`src/rtl/ro_sample_ctrl.sv`:
```
// rtl/ro_sample_ctrl.sv - ring-oscillator edge-count sampler with FWFT output buffer
module ro_sample_ctrl #(
  parameter int SIZE_WIDTH  = 32,
  parameter int COUNT_WIDTH = 32,
  parameter int FIFO_DEPTH  = 4
) (
  input  logic                   clk,
  input  logic                   rst,
  input  logic                   go,
  input  logic [SIZE_WIDTH-1:0]  num_samples,
  input  logic [SIZE_WIDTH-1:0]  collect_cycles,
  input  logic                   ro_tick,
  output logic                   out_valid,
  input  logic                   out_ready,
  output logic [COUNT_WIDTH-1:0] out_data,
  output logic                   busy,
  output logic                   done
);

  localparam int AW = $clog2(FIFO_DEPTH);

  typedef enum logic [2:0] {S_IDLE, S_COLLECT, S_PUSH, S_DRAIN, S_DONE} state_t;

  state_t                 state;
  logic [SIZE_WIDTH-1:0]  ns_q, cc_q, sample_cnt, win_cnt;
  logic [COUNT_WIDTH-1:0] edge_cnt, hold_cnt, edge_next, push_data;
  logic [COUNT_WIDTH-1:0] mem [FIFO_DEPTH];
  logic [AW-1:0]          wr_ptr, rd_ptr;
  logic [AW:0]            fifo_cnt;
  logic                   fifo_full, pop, push, can_push, win_end, last_sample;

  assign fifo_full   = (fifo_cnt == (AW+1)'(FIFO_DEPTH));
  assign out_valid   = (fifo_cnt != '0);
  assign out_data    = out_valid ? mem[rd_ptr] : '0;
  assign pop         = out_valid && out_ready;
  // A pop in the same cycle frees the slot, so a full buffer still accepts a write.
  assign can_push    = !fifo_full || pop;
  assign edge_next   = (ro_tick && (edge_cnt != '1)) ? edge_cnt + 1'b1 : edge_cnt;
  assign win_end     = (win_cnt == cc_q - 1'b1);
  assign last_sample = (sample_cnt == ns_q - 1'b1);

  always_comb begin
    push      = 1'b0;
    push_data = edge_next;
    if (state == S_COLLECT && win_end && can_push) begin
      push = 1'b1;
    end else if (state == S_PUSH && can_push) begin
      push      = 1'b1;
      push_data = hold_cnt;
    end
  end

  always_ff @(posedge clk) begin
    if (push) mem[wr_ptr] <= push_data;
  end

  always_ff @(posedge clk or posedge rst) begin
    if (rst) begin
      wr_ptr   <= '0;
      rd_ptr   <= '0;
      fifo_cnt <= '0;
    end else begin
      if (push) wr_ptr <= wr_ptr + 1'b1;
      if (pop)  rd_ptr <= rd_ptr + 1'b1;
      case ({push, pop})
        2'b10:   fifo_cnt <= fifo_cnt + 1'b1;
        2'b01:   fifo_cnt <= fifo_cnt - 1'b1;
        default: fifo_cnt <= fifo_cnt;
      endcase
    end
  end

  always_ff @(posedge clk or posedge rst) begin
    if (rst) begin
      state      <= S_IDLE;
      ns_q       <= '0;
      cc_q       <= '0;
      sample_cnt <= '0;
      win_cnt    <= '0;
      edge_cnt   <= '0;
      hold_cnt   <= '0;
      busy       <= 1'b0;
      done       <= 1'b0;
    end else begin
      case (state)
        S_IDLE, S_DONE: begin
          if (go) begin
            ns_q       <= num_samples;
            cc_q       <= (collect_cycles == '0) ? SIZE_WIDTH'(1) : collect_cycles;
            sample_cnt <= '0;
            win_cnt    <= '0;
            edge_cnt   <= '0;
            if (num_samples == '0) begin
              state <= S_DONE;
              busy  <= 1'b0;
              done  <= 1'b1;
            end else begin
              state <= S_COLLECT;
              busy  <= 1'b1;
              done  <= 1'b0;
            end
          end
        end
        S_COLLECT: begin
          if (win_end) begin
            win_cnt  <= '0;
            edge_cnt <= '0;
            if (can_push) begin
              sample_cnt <= sample_cnt + 1'b1;
              if (last_sample) state <= S_DRAIN;
            end else begin
              hold_cnt <= edge_next;
              state    <= S_PUSH;
            end
          end else begin
            win_cnt  <= win_cnt + 1'b1;
            edge_cnt <= edge_next;
          end
        end
        S_PUSH: begin
          if (can_push) begin
            sample_cnt <= sample_cnt + 1'b1;
            state      <= last_sample ? S_DRAIN : S_COLLECT;
          end
        end
        S_DRAIN: begin
          // Finish on the accepting edge of the last entry so done rises the cycle after.
          if (fifo_cnt == '0 || (fifo_cnt == (AW+1)'(1) && pop)) begin
            state <= S_DONE;
            busy  <= 1'b0;
            done  <= 1'b1;
          end
        end
        default: state <= S_IDLE;
      endcase
    end
  end

endmodule

```
`config.mk`:
```
export PLATFORM = sky130hd
export DESIGN_NAME = ro_sample_ctrl
export DESIGN_NICKNAME = d
export VERILOG_FILES = /design/src/rtl/ro_sample_ctrl.sv
export SDC_FILE = /design/constraint.sdc
export NUM_CORES = 1
export LEC_CHECK = 0
export BUFFER_PORTS_ARGS = -buffer_cell sky130_fd_sc_hd__buf_2
export CAP_MARGIN = 20
export CORE_ASPECT_RATIO = 1.4
export CORE_MARGIN = 2
export CORE_UTILIZATION = 35
export DETAILED_ROUTE_END_ITERATION = 6
export PLACE_DENSITY = 0.6
export SLEW_MARGIN = 25
export SYNTH_ARGS = -nofsm -noshare
export SYNTH_HDL_FRONTEND = slang
export SYNTH_SLANG_ARGS = --single-unit
```
`constraint.sdc`:
```
create_clock -name clk -period 8.2 [get_ports clk]
set_clock_uncertainty 0.05 [all_clocks]
set_input_delay 0.41 -clock clk [delete_from_list [all_inputs] [get_ports clk]]
set_output_delay 0.41 -clock clk [all_outputs]
set_load 0.01 [all_outputs]
```
==> run summary <==
Cells after Synth: 1738
# fillers: 4896
Startpoint Class: flip-flop
Sequential area share after synthesis: 0.499
Class of the worst hold path: primary input to flip-flop
Worst Tran Pin Value: 1.01 ns
R2R cell count: 12
Number of synthesized register bits: 332
Routed wire length per instance: 17.8 um
Tmin final: 5.14 ns
Chip height: 272 um
RSZ-0062 raised after global routing: false
Worst Setup Path Type: flip-flop to flip-flop
Drt initial violations: 776
Syn Nets: 1821
Pins Over Slew Limit: 0
Hold-fix buffers, CTS: 1
Setup-failing EPs final: 0
Syn_area_per_cell: 10.3 um^2
Worst-path fanout max: 42
Crit path cell chain: inv_1, ha_1, or3b_2, nor4_2, nand2_1, nor4b_1, o22ai_1, or4_2, buf_4, a21oi_2, buf_4, nor2_1
Vias in the first global route: 13200
Simple-Gate Fraction of Synth Area: 0.211
VDD IR max: 0.000186 V
WHS Path Cells: 3
Via density: 5.38
Clock latency on the worst-skew pair: 0.53 ns
Status: completed
Clk buf depth: 3
Top FF cell, synth: dfrtp_1
Unique masters post-synth: 77
Critical Path RT: 8.55 ns
Final Hold Viols: 0
Critical path's slowest cell: or4_2
Complex-gate fraction of the synthesized area: 0.0979
Mapped cell area: 17900 um^2
Drt pass-1 iters: 5
Most frequent CP cell: buf_4
Worst setup EP type: flip-flop
Max stage delay on crit path: 1.11 ns
Initial antenna violation count: 0
Crit path DAT: 5.50 ns
Final period utilization: 0.627
Slew headroom: 0.326
H-tree depth: 2
Max Clk Rate: 195 MHz
I/O pin count: 104
Setup TNS: 0 ns
Post-CTS sizing: 0
First-pass GRT wire length: 71500 um
Clock slew at reported path FFs: 0.06 ns
Post-route cell area: 20200 um^2
Layout cells sized above 1: 0.152
P_leak: 7.91 nW
CTS root buffer: clkbuf_16
# Post-CTS Setup Buffers: 0
I/O Buffers: 103
Die Footprint: 53100 um^2
Total grt overflow: 0
Largest net degree at the start of global routing: 102
Mux share of post-synthesis cell area: 0.0864
DRT Wirelength: 44100 um
Layout area overhead: 12.9%
PD cells: 286 nW/um^2
Tightest hold margin: 0.0289 ns
Initial core utilization: 0.353
Global placer's final weighted congestion: 0.882
Num rows: 98
Post-Synth Adder-Cell Area: 0.00976
CTS Sinks: 332
# diodes: 0
Main combinational cell family by area after synthesis: simple AND/OR/NAND/NOR gates
Remaining DRCs: 0
Detailed Place HPWL: 31000 um
Via count: 13300
Routed Antenna Nets: 0
TritonCTS clock tree: done
Cell Area, Placed: 19000 um^2
TritonCTS Buffers: 35
Yosys Warn Count: 0
Die Width: 195 um
Max-Cap Viols: 0
EDFF count, synth: 128
Core Footprint: 50900 um^2
Total track usage: 0.166
Ys async rst share: 0.614
Xor-xnor portion of the synthesized cell area: 0.0615
Nets@finish: 1880
-- Yosys cell counts (all sizes together) (45+ instances only) --
cell type	n	area (um^2)
dfrtp	204	5100
a21oi	57	289
nand4	46	288
nor3	45	225
nand3	58	290
nor2	107	402
edfxtp	128	3840
mux2	47	529
xnor2	67	587
nor4	48	328
nand2	276	1040
xor2	59	517
inv	47	176
clkbuf	73	274
o21ai	52	260
-- report_power, final --
part           leakage [nW]  total, W  switching [W]  internal [W]
logic                  3.62   0.00189        0.00113      0.000766
registers              3.73   0.00229       0.000354       0.00193
clock network         0.559   0.00161       0.000665      0.000943
total                  7.91   0.00579        0.00215       0.00364
-- layout by cell type, fill, tap and decap left out, types with 41 or more instances in the layout --
cell type  count
buf_2        103
and2_1        41
nor4_1        45
edfxtp_1     128
nand2_1      275
inv_1         46
xnor2_1       67
a21oi_1       56
dfrtp_1      202
nand3_1       57
xor2_1        59
nand4_1       46
nor3_1        44
nor2_1       106
-- cells by family after synthesis --
family                   count (synthesis)
multiplexers                           109
AND/OR/NAND/NOR                        754
XOR/XNOR                               126
AO/OA/AOI/OAI                          256
buffers and inverters                  147
adder cells (fa/ha/maj)                 14
flip-flops                             332
-- stage by stage --
step                power (W)  setup WS [ns]  std cells   util
CTS                   0.00587           2.95       2471  0.397
floorplan             0.00370           2.17       1738      -
global route          0.00617           2.68       2473  0.398
finish                0.00579           3.06       2473  0.398
detailed placement    0.00423           2.97       2407  0.374
global placement      0.00419           3.05       2407  0.374
-- state kept, by name (all words and copies together), names as in the netlist --
name and count:
busy 1, cc_q 32, done 1, edge_cnt 32, fifo_cnt 3, hold_cnt 32, mem 128, ns_q 32
rd_ptr 2, sample_cnt 32, state 3, win_cnt 32, wr_ptr 2
-- final cells by class --
cell class                      count  area [um^2]  area share
Tap cell                          650          813      0.0402
Clock buffer                       48          986      0.0487
Timing Repair Buffer              122          693      0.0342
Clock inverter                     15          174     0.00859
Inverter                           47          184     0.00908
Sequential cell                   332         8950       0.442
Multi-Input combinational cell   1259         8450       0.417
-- critical path, delay by kind of cell (launching register included) --
kind	cells	cell delay, ns
and+or+nand+nor	6	2.87
buffers and inverters	3	0.89
AOI/OAI and AO/OA	2	0.53
DFF	1	0.42
adders and majority gates	1	0.21
-- final timing paths --
check	startpoint	slack, ns	to
setup / recovery	cc_q[0]	3.06	win_cnt[9]
setup reg to reg	cc_q[0]	3.06	win_cnt[9]
min in group asynchronous	rst	0.40	win_cnt[11]
max in group asynchronous	rst	6.47	ns_q[22]
hold / removal	collect_cycles[18]	0.03	cc_q[18]
hold reg to reg	hold_cnt[21]	0.43	hold_cnt[21]
-- metal layers --
| metal | track usage | wire, um | up-vias |
|---|---|---|---|
| met5 | 0 | 0 | - |
| met4 | 0.0554 | 1270 | 0 |
| met3 | 0.0181 | 1210 | 75 |
| met2 | 0.303 | 22700 | 209 |
| met1 | 0.205 | 18900 | 6562 |
| li1 | - | - | 6458 |
Power figures use the tool's default switching activity.
